==> src/rtl/ethpktgen_if.sv <==
// Transmit AXI-stream bundle between the frame generator (master) and the MAC (slave).
interface ethpktgen_if #(
  parameter int DW = 8
);
  logic [DW-1:0] tx_axis_tdata;
  logic          tx_axis_tvalid;
  logic          tx_axis_tready;
  logic          tx_axis_tlast;
  logic          tx_axis_tuser;

  modport master (
    output tx_axis_tdata, tx_axis_tvalid, tx_axis_tlast, tx_axis_tuser,
    input  tx_axis_tready
  );

  modport slave (
    input  tx_axis_tdata, tx_axis_tvalid, tx_axis_tlast, tx_axis_tuser,
    output tx_axis_tready
  );
endinterface

==> src/rtl/ethpktgen.sv <==
// Test frame source (broadcast header, sequence number, PRBS payload, length sweep) with registered AXI outputs.
// One byte per handshake, tdata held while tready=0; ETHPKTGEN_ERR_INJECT_EN enables errored-frame injection.
module ethpktgen #(
  parameter int DW      = 8,
  parameter int MIN_LEN = 16,
  parameter int MAX_LEN = 1514,
  parameter int LEN_W   = 11
) (
  input  logic             tx_clk,
  input  logic             tx_rst_n,
  input  logic             cfg_enable,
  input  logic [LEN_W-1:0] cfg_len_min,
  input  logic [LEN_W-1:0] cfg_len_max,
  input  logic [15:0]      cfg_count,
  input  logic [47:0]      cfg_src_mac,
  input  logic             err_inject,
  ethpktgen_if.master      tx_axis,
  output logic             busy,
  output logic             done,
  output logic [31:0]      stat_frames,
  output logic [15:0]      stat_err_frames
);

`ifdef ETHPKTGEN_ERR_INJECT_EN
  localparam bit ERR_EN = 1'b1;
`else
  localparam bit ERR_EN = 1'b0;
`endif

  typedef enum logic [1:0] {IDLE, HDR, PAY, DONE} state_t;

  function automatic logic [LEN_W-1:0] clamp_len(input logic [LEN_W-1:0] v);
    logic [LEN_W-1:0] r;
    r = v;
    if (v < LEN_W'(MIN_LEN)) r = LEN_W'(MIN_LEN);
    if (v > LEN_W'(MAX_LEN)) r = LEN_W'(MAX_LEN);
    return r;
  endfunction

  function automatic logic [7:0] lfsr_next(input logic [7:0] s);
    return {s[6:0], s[7] ^ s[5] ^ s[4] ^ s[3]};
  endfunction

  function automatic logic [7:0] frame_byte(input logic [LEN_W-1:0] i, input logic [47:0] src,
                                            input logic [15:0] seq, input logic [7:0] prbs);
    logic [7:0] b;
    case (int'(i))
      0, 1, 2, 3, 4, 5: b = 8'hFF;
      6:       b = src[47:40];
      7:       b = src[39:32];
      8:       b = src[31:24];
      9:       b = src[23:16];
      10:      b = src[15:8];
      11:      b = src[7:0];
      12:      b = 8'h88;
      13:      b = 8'hB5;
      14:      b = seq[15:8];
      15:      b = seq[7:0];
      default: b = prbs;
    endcase
    return b;
  endfunction

  state_t           state_q, state_d;
  logic [LEN_W-1:0] idx_q, idx_d;
  logic [LEN_W-1:0] len_q, len_d;
  logic [15:0]      run_cnt_q, run_cnt_d;
  logic [15:0]      count_q, count_d;
  logic [47:0]      src_q, src_d;
  logic [7:0]       lfsr_q, lfsr_d;
  logic             first_q, first_d;
  logic             err_pend_q, err_pend_d;
  logic             err_frame_q, err_frame_d;
  logic [DW-1:0]    tdata_q, tdata_d;
  logic             tvalid_q, tvalid_d;
  logic             tlast_q, tlast_d;
  logic             tuser_q, tuser_d;
  logic             busy_q, busy_d;
  logic             done_q, done_d;
  logic [31:0]      frames_q, frames_d;
  logic [15:0]      err_cnt_q, err_cnt_d;

  logic [LEN_W-1:0] eff_min, eff_max_c, eff_max, len_inc, start_len;
  logic             hs;

  always_comb begin
    state_d     = state_q;
    idx_d       = idx_q;
    len_d       = len_q;
    run_cnt_d   = run_cnt_q;
    count_d     = count_q;
    src_d       = src_q;
    lfsr_d      = lfsr_q;
    first_d     = first_q;
    err_pend_d  = err_pend_q | (ERR_EN & err_inject);
    err_frame_d = err_frame_q;
    tdata_d     = tdata_q;
    tvalid_d    = tvalid_q;
    tlast_d     = tlast_q;
    tuser_d     = tuser_q;
    busy_d      = busy_q;
    done_d      = done_q;
    frames_d    = frames_q;
    err_cnt_d   = err_cnt_q;

    eff_min   = clamp_len(cfg_len_min);
    eff_max_c = clamp_len(cfg_len_max);
    eff_max   = (eff_max_c < eff_min) ? eff_min : eff_max_c;
    len_inc   = len_q + LEN_W'(1);
    // A config change between frames can leave len_q outside the new window; restart the sweep then.
    start_len = (first_q || len_inc > eff_max || len_inc < eff_min) ? eff_min : len_inc;
    hs        = tvalid_q & tx_axis.tx_axis_tready;

    case (state_q)
      IDLE: begin
        if (!cfg_enable) begin
          run_cnt_d = '0;
          first_d   = 1'b1;
          done_d    = 1'b0;
        end else if (cfg_count != 16'd0 && run_cnt_q == cfg_count) begin
          state_d = DONE;
          done_d  = 1'b1;
        end else begin
          state_d     = HDR;
          len_d       = start_len;
          first_d     = 1'b0;
          src_d       = cfg_src_mac;
          count_d     = cfg_count;
          idx_d       = '0;
          lfsr_d      = 8'h01;
          err_frame_d = err_pend_q;
          err_pend_d  = ERR_EN & err_inject;
          tvalid_d    = 1'b1;
          tdata_d     = DW'(8'hFF);
          tlast_d     = 1'b0;
          tuser_d     = 1'b0;
          busy_d      = 1'b1;
          done_d      = 1'b0;
        end
      end
      HDR, PAY: begin
        if (hs) begin
          if (tlast_q) begin
            state_d   = IDLE;
            tvalid_d  = 1'b0;
            tlast_d   = 1'b0;
            tuser_d   = 1'b0;
            busy_d    = 1'b0;
            run_cnt_d = run_cnt_q + 16'd1;
            frames_d  = frames_q + 32'd1;
            if (err_frame_q) err_cnt_d = err_cnt_q + 16'd1;
            done_d    = (count_q != 16'd0) && (run_cnt_q + 16'd1 == count_q);
          end else begin
            idx_d = idx_q + LEN_W'(1);
            if (idx_q >= LEN_W'(16)) lfsr_d = lfsr_next(lfsr_q);
            tdata_d = DW'(frame_byte(idx_d, src_q, run_cnt_q, lfsr_d));
            tlast_d = (idx_d == len_q - LEN_W'(1));
            tuser_d = err_frame_q & (idx_d == len_q - LEN_W'(1));
            if (idx_q == LEN_W'(15)) state_d = PAY;
          end
        end
      end
      DONE: begin
        if (!cfg_enable) begin
          state_d   = IDLE;
          done_d    = 1'b0;
          run_cnt_d = '0;
          first_d   = 1'b1;
        end
      end
      default: state_d = IDLE;
    endcase
  end

  always_ff @(posedge tx_clk or negedge tx_rst_n) begin
    if (!tx_rst_n) begin
      state_q     <= IDLE;
      idx_q       <= '0;
      len_q       <= '0;
      run_cnt_q   <= '0;
      count_q     <= '0;
      src_q       <= '0;
      lfsr_q      <= 8'h01;
      first_q     <= 1'b1;
      err_pend_q  <= 1'b0;
      err_frame_q <= 1'b0;
      tdata_q     <= '0;
      tvalid_q    <= 1'b0;
      tlast_q     <= 1'b0;
      tuser_q     <= 1'b0;
      busy_q      <= 1'b0;
      done_q      <= 1'b0;
      frames_q    <= '0;
      err_cnt_q   <= '0;
    end else begin
      state_q     <= state_d;
      idx_q       <= idx_d;
      len_q       <= len_d;
      run_cnt_q   <= run_cnt_d;
      count_q     <= count_d;
      src_q       <= src_d;
      lfsr_q      <= lfsr_d;
      first_q     <= first_d;
      err_pend_q  <= err_pend_d;
      err_frame_q <= err_frame_d;
      tdata_q     <= tdata_d;
      tvalid_q    <= tvalid_d;
      tlast_q     <= tlast_d;
      tuser_q     <= tuser_d;
      busy_q      <= busy_d;
      done_q      <= done_d;
      frames_q    <= frames_d;
      err_cnt_q   <= err_cnt_d;
    end
  end

  assign tx_axis.tx_axis_tdata  = tdata_q;
  assign tx_axis.tx_axis_tvalid = tvalid_q;
  assign tx_axis.tx_axis_tlast  = tlast_q;
  assign tx_axis.tx_axis_tuser  = tuser_q;
  assign busy                   = busy_q;
  assign done                   = done_q;
  assign stat_frames            = frames_q;
  assign stat_err_frames        = err_cnt_q;

endmodule

==> src/flat_wrapper.sv <==
// flat-port wrapper written by rule: the top's interface ports become plain ports
module ethpktgen_flat 
#(
  parameter int DW      = 8,
  parameter int MIN_LEN = 16,
  parameter int MAX_LEN = 1514,
  parameter int LEN_W   = 11
)
  (tx_clk, tx_rst_n, cfg_enable, cfg_len_min, cfg_len_max, cfg_count, cfg_src_mac, err_inject, busy, done, stat_frames, stat_err_frames, tx_axis_tx_axis_tdata, tx_axis_tx_axis_tvalid, tx_axis_tx_axis_tlast, tx_axis_tx_axis_tuser, tx_axis_tx_axis_tready);
  ethpktgen_if #(.DW(DW)) tx_axis_i ();
  input  logic tx_clk;
  input  logic tx_rst_n;
  input  logic cfg_enable;
  input  logic [LEN_W-1:0] cfg_len_min;
  input  logic [LEN_W-1:0] cfg_len_max;
  input  logic [15:0] cfg_count;
  input  logic [47:0] cfg_src_mac;
  input  logic err_inject;
  output logic busy;
  output logic done;
  output logic [31:0] stat_frames;
  output logic [15:0] stat_err_frames;
  output wire logic [$bits(tx_axis_i.tx_axis_tdata)-1:0] tx_axis_tx_axis_tdata;
  output wire logic [$bits(tx_axis_i.tx_axis_tvalid)-1:0] tx_axis_tx_axis_tvalid;
  output wire logic [$bits(tx_axis_i.tx_axis_tlast)-1:0] tx_axis_tx_axis_tlast;
  output wire logic [$bits(tx_axis_i.tx_axis_tuser)-1:0] tx_axis_tx_axis_tuser;
  input wire logic [$bits(tx_axis_i.tx_axis_tready)-1:0] tx_axis_tx_axis_tready;
  assign tx_axis_tx_axis_tdata = tx_axis_i.tx_axis_tdata;
  assign tx_axis_tx_axis_tvalid = tx_axis_i.tx_axis_tvalid;
  assign tx_axis_tx_axis_tlast = tx_axis_i.tx_axis_tlast;
  assign tx_axis_tx_axis_tuser = tx_axis_i.tx_axis_tuser;
  assign tx_axis_i.tx_axis_tready = tx_axis_tx_axis_tready;
  ethpktgen #(.DW(DW), .MIN_LEN(MIN_LEN), .MAX_LEN(MAX_LEN), .LEN_W(LEN_W)) u_core (.tx_clk(tx_clk), .tx_rst_n(tx_rst_n), .cfg_enable(cfg_enable), .cfg_len_min(cfg_len_min), .cfg_len_max(cfg_len_max), .cfg_count(cfg_count), .cfg_src_mac(cfg_src_mac), .err_inject(err_inject), .tx_axis(tx_axis_i), .busy(busy), .done(done), .stat_frames(stat_frames), .stat_err_frames(stat_err_frames));
endmodule
==> config.mk <==
export PLATFORM = sky130hd
export DESIGN_NAME = ethpktgen_flat
export DESIGN_NICKNAME = d
export VERILOG_FILES = /design/src/rtl/ethpktgen_if.sv /design/src/rtl/ethpktgen.sv /design/src/flat_wrapper.sv
export SDC_FILE = /design/constraint.sdc
export NUM_CORES = 1
export LEC_CHECK = 0
export BUFFER_PORTS_ARGS = -buffer_cell sky130_fd_sc_hd__buf_2
export CAP_MARGIN = 10
export CORE_AREA = 3 3 126 140
export DETAILED_ROUTE_END_ITERATION = 7
export DIE_AREA = 0 0 129 143
export PLACE_DENSITY = 0.86
export SYNTH_ARGS = -nofsm -noshare
export SYNTH_HDL_FRONTEND = slang
export SYNTH_SLANG_ARGS = --single-unit
==> constraint.sdc <==
create_clock -name tx_clk -period 7.2 [get_ports tx_clk]
set_clock_uncertainty 0.15 [all_clocks]
set_input_delay 0.36 -clock tx_clk [delete_from_list [all_inputs] [get_ports tx_clk]]
set_output_delay 0.36 -clock tx_clk [all_outputs]
set_load 0.03 [all_outputs]
==> impl_metrics.json <==
{
  "status": "finished, violations left",
  "violations": "hold timing",
  "dp.cells": 1446,
  "vias": 9418,
  "rrSetupSlack_ns": 2.75,
  "finalCritPeriodShare_pct": 82.3,
  "postSynth.asyncResetShare_pct": 100,
  "yosysUniqueCellTypes": 85,
  "syn_to_final_growth_pct": 14.6,
  "core_area_sq_um": 16300,
  "synth_cells": 1179,
  "worstHoldPathCells": 3,
  "most-common-layout-cells": "nand2_1 (268), dfrtp_1 (154), buf_2 (132)",
  "whs_ns": -0.000688,
  "dpl-instance-area_sq_um": 10700,
  "viasPerCell": 6.18,
  "postCtsResizedCells": 0,
  "cap_viol_max_count": 0,
  "crit_required_ns": 7.40,
  "critical_path_class": "primary input to flop",
  "routabilityCongestion": 0.926,
  "diodes": 0,
  "max_freq_mhz": 169,
  "drt-initial-drc-count": 901,
  "grt_pass1_wl_um": 43600,
  "rsz0062_at_grt": "false",
  "synth_flop_cell": "dfrtp_1",
  "dpl.hpwl_um": 18500,
  "tns_ns": 0,
  "p_per_area_nw_per_um2": 332,
  "power_mw": 3.89,
  "arrival_ns": 6.12,
  "finalSetupViolCount": 0,
  "grt_start_max_net_pins": 90,
  "die_w_um": 129,
  "ys_seq_elements": 156,
  "drive_gt1_share_pct": 15.2,
  "rr_worst_depth": 14,
  "cts-root-buf": "clkbuf_16",
  "final_cell_area_sq_um": 11700,
  "cts_tree": "done",
  "slew_violations": 0,
  "hp-class": "primary input to flop",
  "ios": 152,
  "synth_edf_count": 0,
  "reg2reg_from": "u_core.len_q[0]",
  "synth.cell_area_sq_um": 10200,
  "io_buffers": 133,
  "grt_usage_pct": 29.5,
  "critPathCaptureType": "flop",
  "min_from": "cfg_src_mac[25]",
  "drtPass1Iterations": 6,
  "worst_pin_slew_ns": 1.13,
  "clock-sinks": 156,
  "antenna_found_initial": 0,
  "cts_buffer_depth": 2,
  "drc": 0,
  "synth-warning-count": 0,
  "worst_hold_path.endpoint": "u_core.src_q[25]",
  "fin_nets": 1440,
  "startpoint_type": "primary input",
  "r2r-end": "u_core.len_q[6]",
  "wl_per_cell_um": 18.2,
  "die-area_sq_um": 18400,
  "clk_latency_ns": 0.44,
  "post-cts-setup-buffers": 0,
  "avgSynthCellArea_sq_um": 8.67,
  "layout.cells.non_filler": 1524,
  "grt_pass1_vias": 8938,
  "rows": 49,
  "finalHoldViolations": 1,
  "slew_headroom_pct": 24.1,
  "yosysSeqAreaShare_pct": 38.2,
  "cts_buffers": 17,
  "grt-ovfl-total": 0,
  "initial_core_util_pct": 62.7,
  "clk_pin_slew_ns": 0.06,
  "die_y_um": 143,
  "ir_worst_vdd_v": 0.000195,
  "crit_fanout": 23,
  "p_leak_nw": 5.52,
  "min_period_ns": 5.92,
  "ant_nets": 0,
  "final_common_cell": "nand2_1",
  "htreeDepth": 4,
  "startpoint": "cfg_len_max[0]",
  "wirelength_um": 27700
}
[per-layer routing]
| layer | global-route usage, % | vias up | part of all wire (%) |
|---|---|---|---|
| met5 | 0 | - | 0 |
| met4 | 12.9 | 0 | 3.9 |
| met3 | 5.42 | 103 | 6.5 |
| met2 | 50.0 | 474 | 50 |
| met1 | 36.8 | 4533 | 40 |
| li1 | - | 4308 | - |
[power breakdown]
group | internal, mW | leakage, nW | total (mW) | switching [mW]
logic | 0.597 | 3.25 | 1.60 | 1.01
clock network | 0.518 | 0.281 | 0.915 | 0.398
registers | 1.12 | 1.99 | 1.37 | 0.253
total | 2.24 | 5.52 | 3.89 | 1.66
[registers in the layout (all words and copies together), names as in the netlist]
| register | count |
|---|---|
| u_core.first_q | 1 |
| u_core.stat_frames | 32 |
| u_core.count_q | 16 |
| u_core.tx_axis.tx_axis_tvalid | 1 |
| u_core.tx_axis.tx_axis_tdata | 8 |
| u_core.src_q | 48 |
| u_core.done | 1 |
| u_core.run_cnt_q | 16 |
| u_core.len_q | 11 |
| u_core.tx_axis.tx_axis_tlast | 1 |
| u_core.idx_q | 11 |
| u_core.lfsr_q | 8 |
| u_core.state_q | 2 |
[synth_stat cells (3+ instances only)]
library cell | instances | area [sq um]
a21oi_1 | 32 | 160
nor4_1 | 14 | 87.6
o21ai_1 | 7 | 35.0
nand2_1 | 268 | 1010
clkbuf_1 | 27 | 101
and4_1 | 3 | 26.3
a21o_1 | 14 | 105
nand3_1 | 41 | 205
nand4_1 | 28 | 175
a222oi_1 | 6 | 60.1
ha_1 | 42 | 526
o211ai_1 | 3 | 22.5
a22oi_1 | 20 | 150
xnor2_1 | 95 | 832
mux2i_1 | 22 | 220
and2_1 | 3 | 18.8
nor2b_1 | 7 | 43.8
nor3_1 | 17 | 85.1
dfrtp_1 | 154 | 3850
o31ai_1 | 6 | 45.0
o21ai_0 | 55 | 275
a31oi_1 | 12 | 75.1
xor2_1 | 21 | 184
buf_4 | 26 | 195
mux2_2 | 5 | 56.3
buf_2 | 19 | 95.1
or4_1 | 3 | 22.5
nand2b_1 | 5 | 31.3
a22o_1 | 20 | 175
buf_6 | 11 | 124
and3_1 | 21 | 131
o22ai_1 | 6 | 37.5
a211oi_1 | 6 | 45.0
inv_1 | 31 | 116
nor2_1 | 68 | 255
[worst max-delay path, stage by stage]
cell	delay [ns]
buf_2	0.11
a21o_1	0.17
a21oi_1	0.16
nor2_1	0.06
o21ai_1	0.42
a21boi_0	0.32
ha_1	0.30
a21o_1	0.16
a21o_1	0.17
a21oi_1	0.14
nor2_1	0.07
a2111oi_0	0.52
nor2_1	0.12
a211o_1	0.49
mux2_2	0.37
ha_1	0.30
a21o_1	0.19
a21o_1	0.16
a21oi_1	0.17
o21ai_0	0.11
a211oi_1	0.35
o32ai_4	0.33
mux2_2	0.37
a22oi_1	0.18
[cell families after synthesis]
logic type / count (synthesis) / synth area share [%]
and+or+nand+nor: 496 / 22.2
AOI/OAI and AO/OA: 217 / 14.7
DFF: 156 / 38.2
buffers and inverters: 122 / 6.83
xor gates and xnor gates: 117 / 10.1
adders and majority gates: 42 / 5.14
muxes: 28 / 2.85
other: 1 / 0.0367
[per-stage QoR]
step                      worst slack [ns]  util (%)
after global routing                  1.04      71.9
final                                 1.28      71.9
after floorplan                       2.06         -
after CTS                             1.44      71.9
after detailed placement              1.02      65.4
after global placement                1.25      65.4
[area by class of cell]
cell class / instances / area [sq um]
well taps: 204 / 255
fillers: 1154 / 4590
clock inverters: 14 / 159
repair buffers: 183 / 1160
inverters: 32 / 120
flip-flops and latches: 156 / 3910
multi-input cells: 917 / 5690
clock buffers: 18 / 429
[repair_timing]
item,4_1_cts,5_1_grt
setup endpoints to repair,0,0
endpoints found under the hold margin,132,0
hold buffers,46,0
[how the worst max path moves through the flow]
| stage | cells past startpoint | endpoint |
|---|---|---|
| 3_3_place_gp | 24 | u_core.len_q[6] |
| 4_1_cts | 24 | u_core.len_q[5] |
| 2_1_floorplan | 23 | u_core.len_q[9] |
| 5_1_grt | 24 | u_core.len_q[5] |
| 6_report | 24 | u_core.len_q[6] |
| 3_5_place_dp | 24 | u_core.len_q[5] |
No activity file was read; power rests on OpenSTA's default activity.
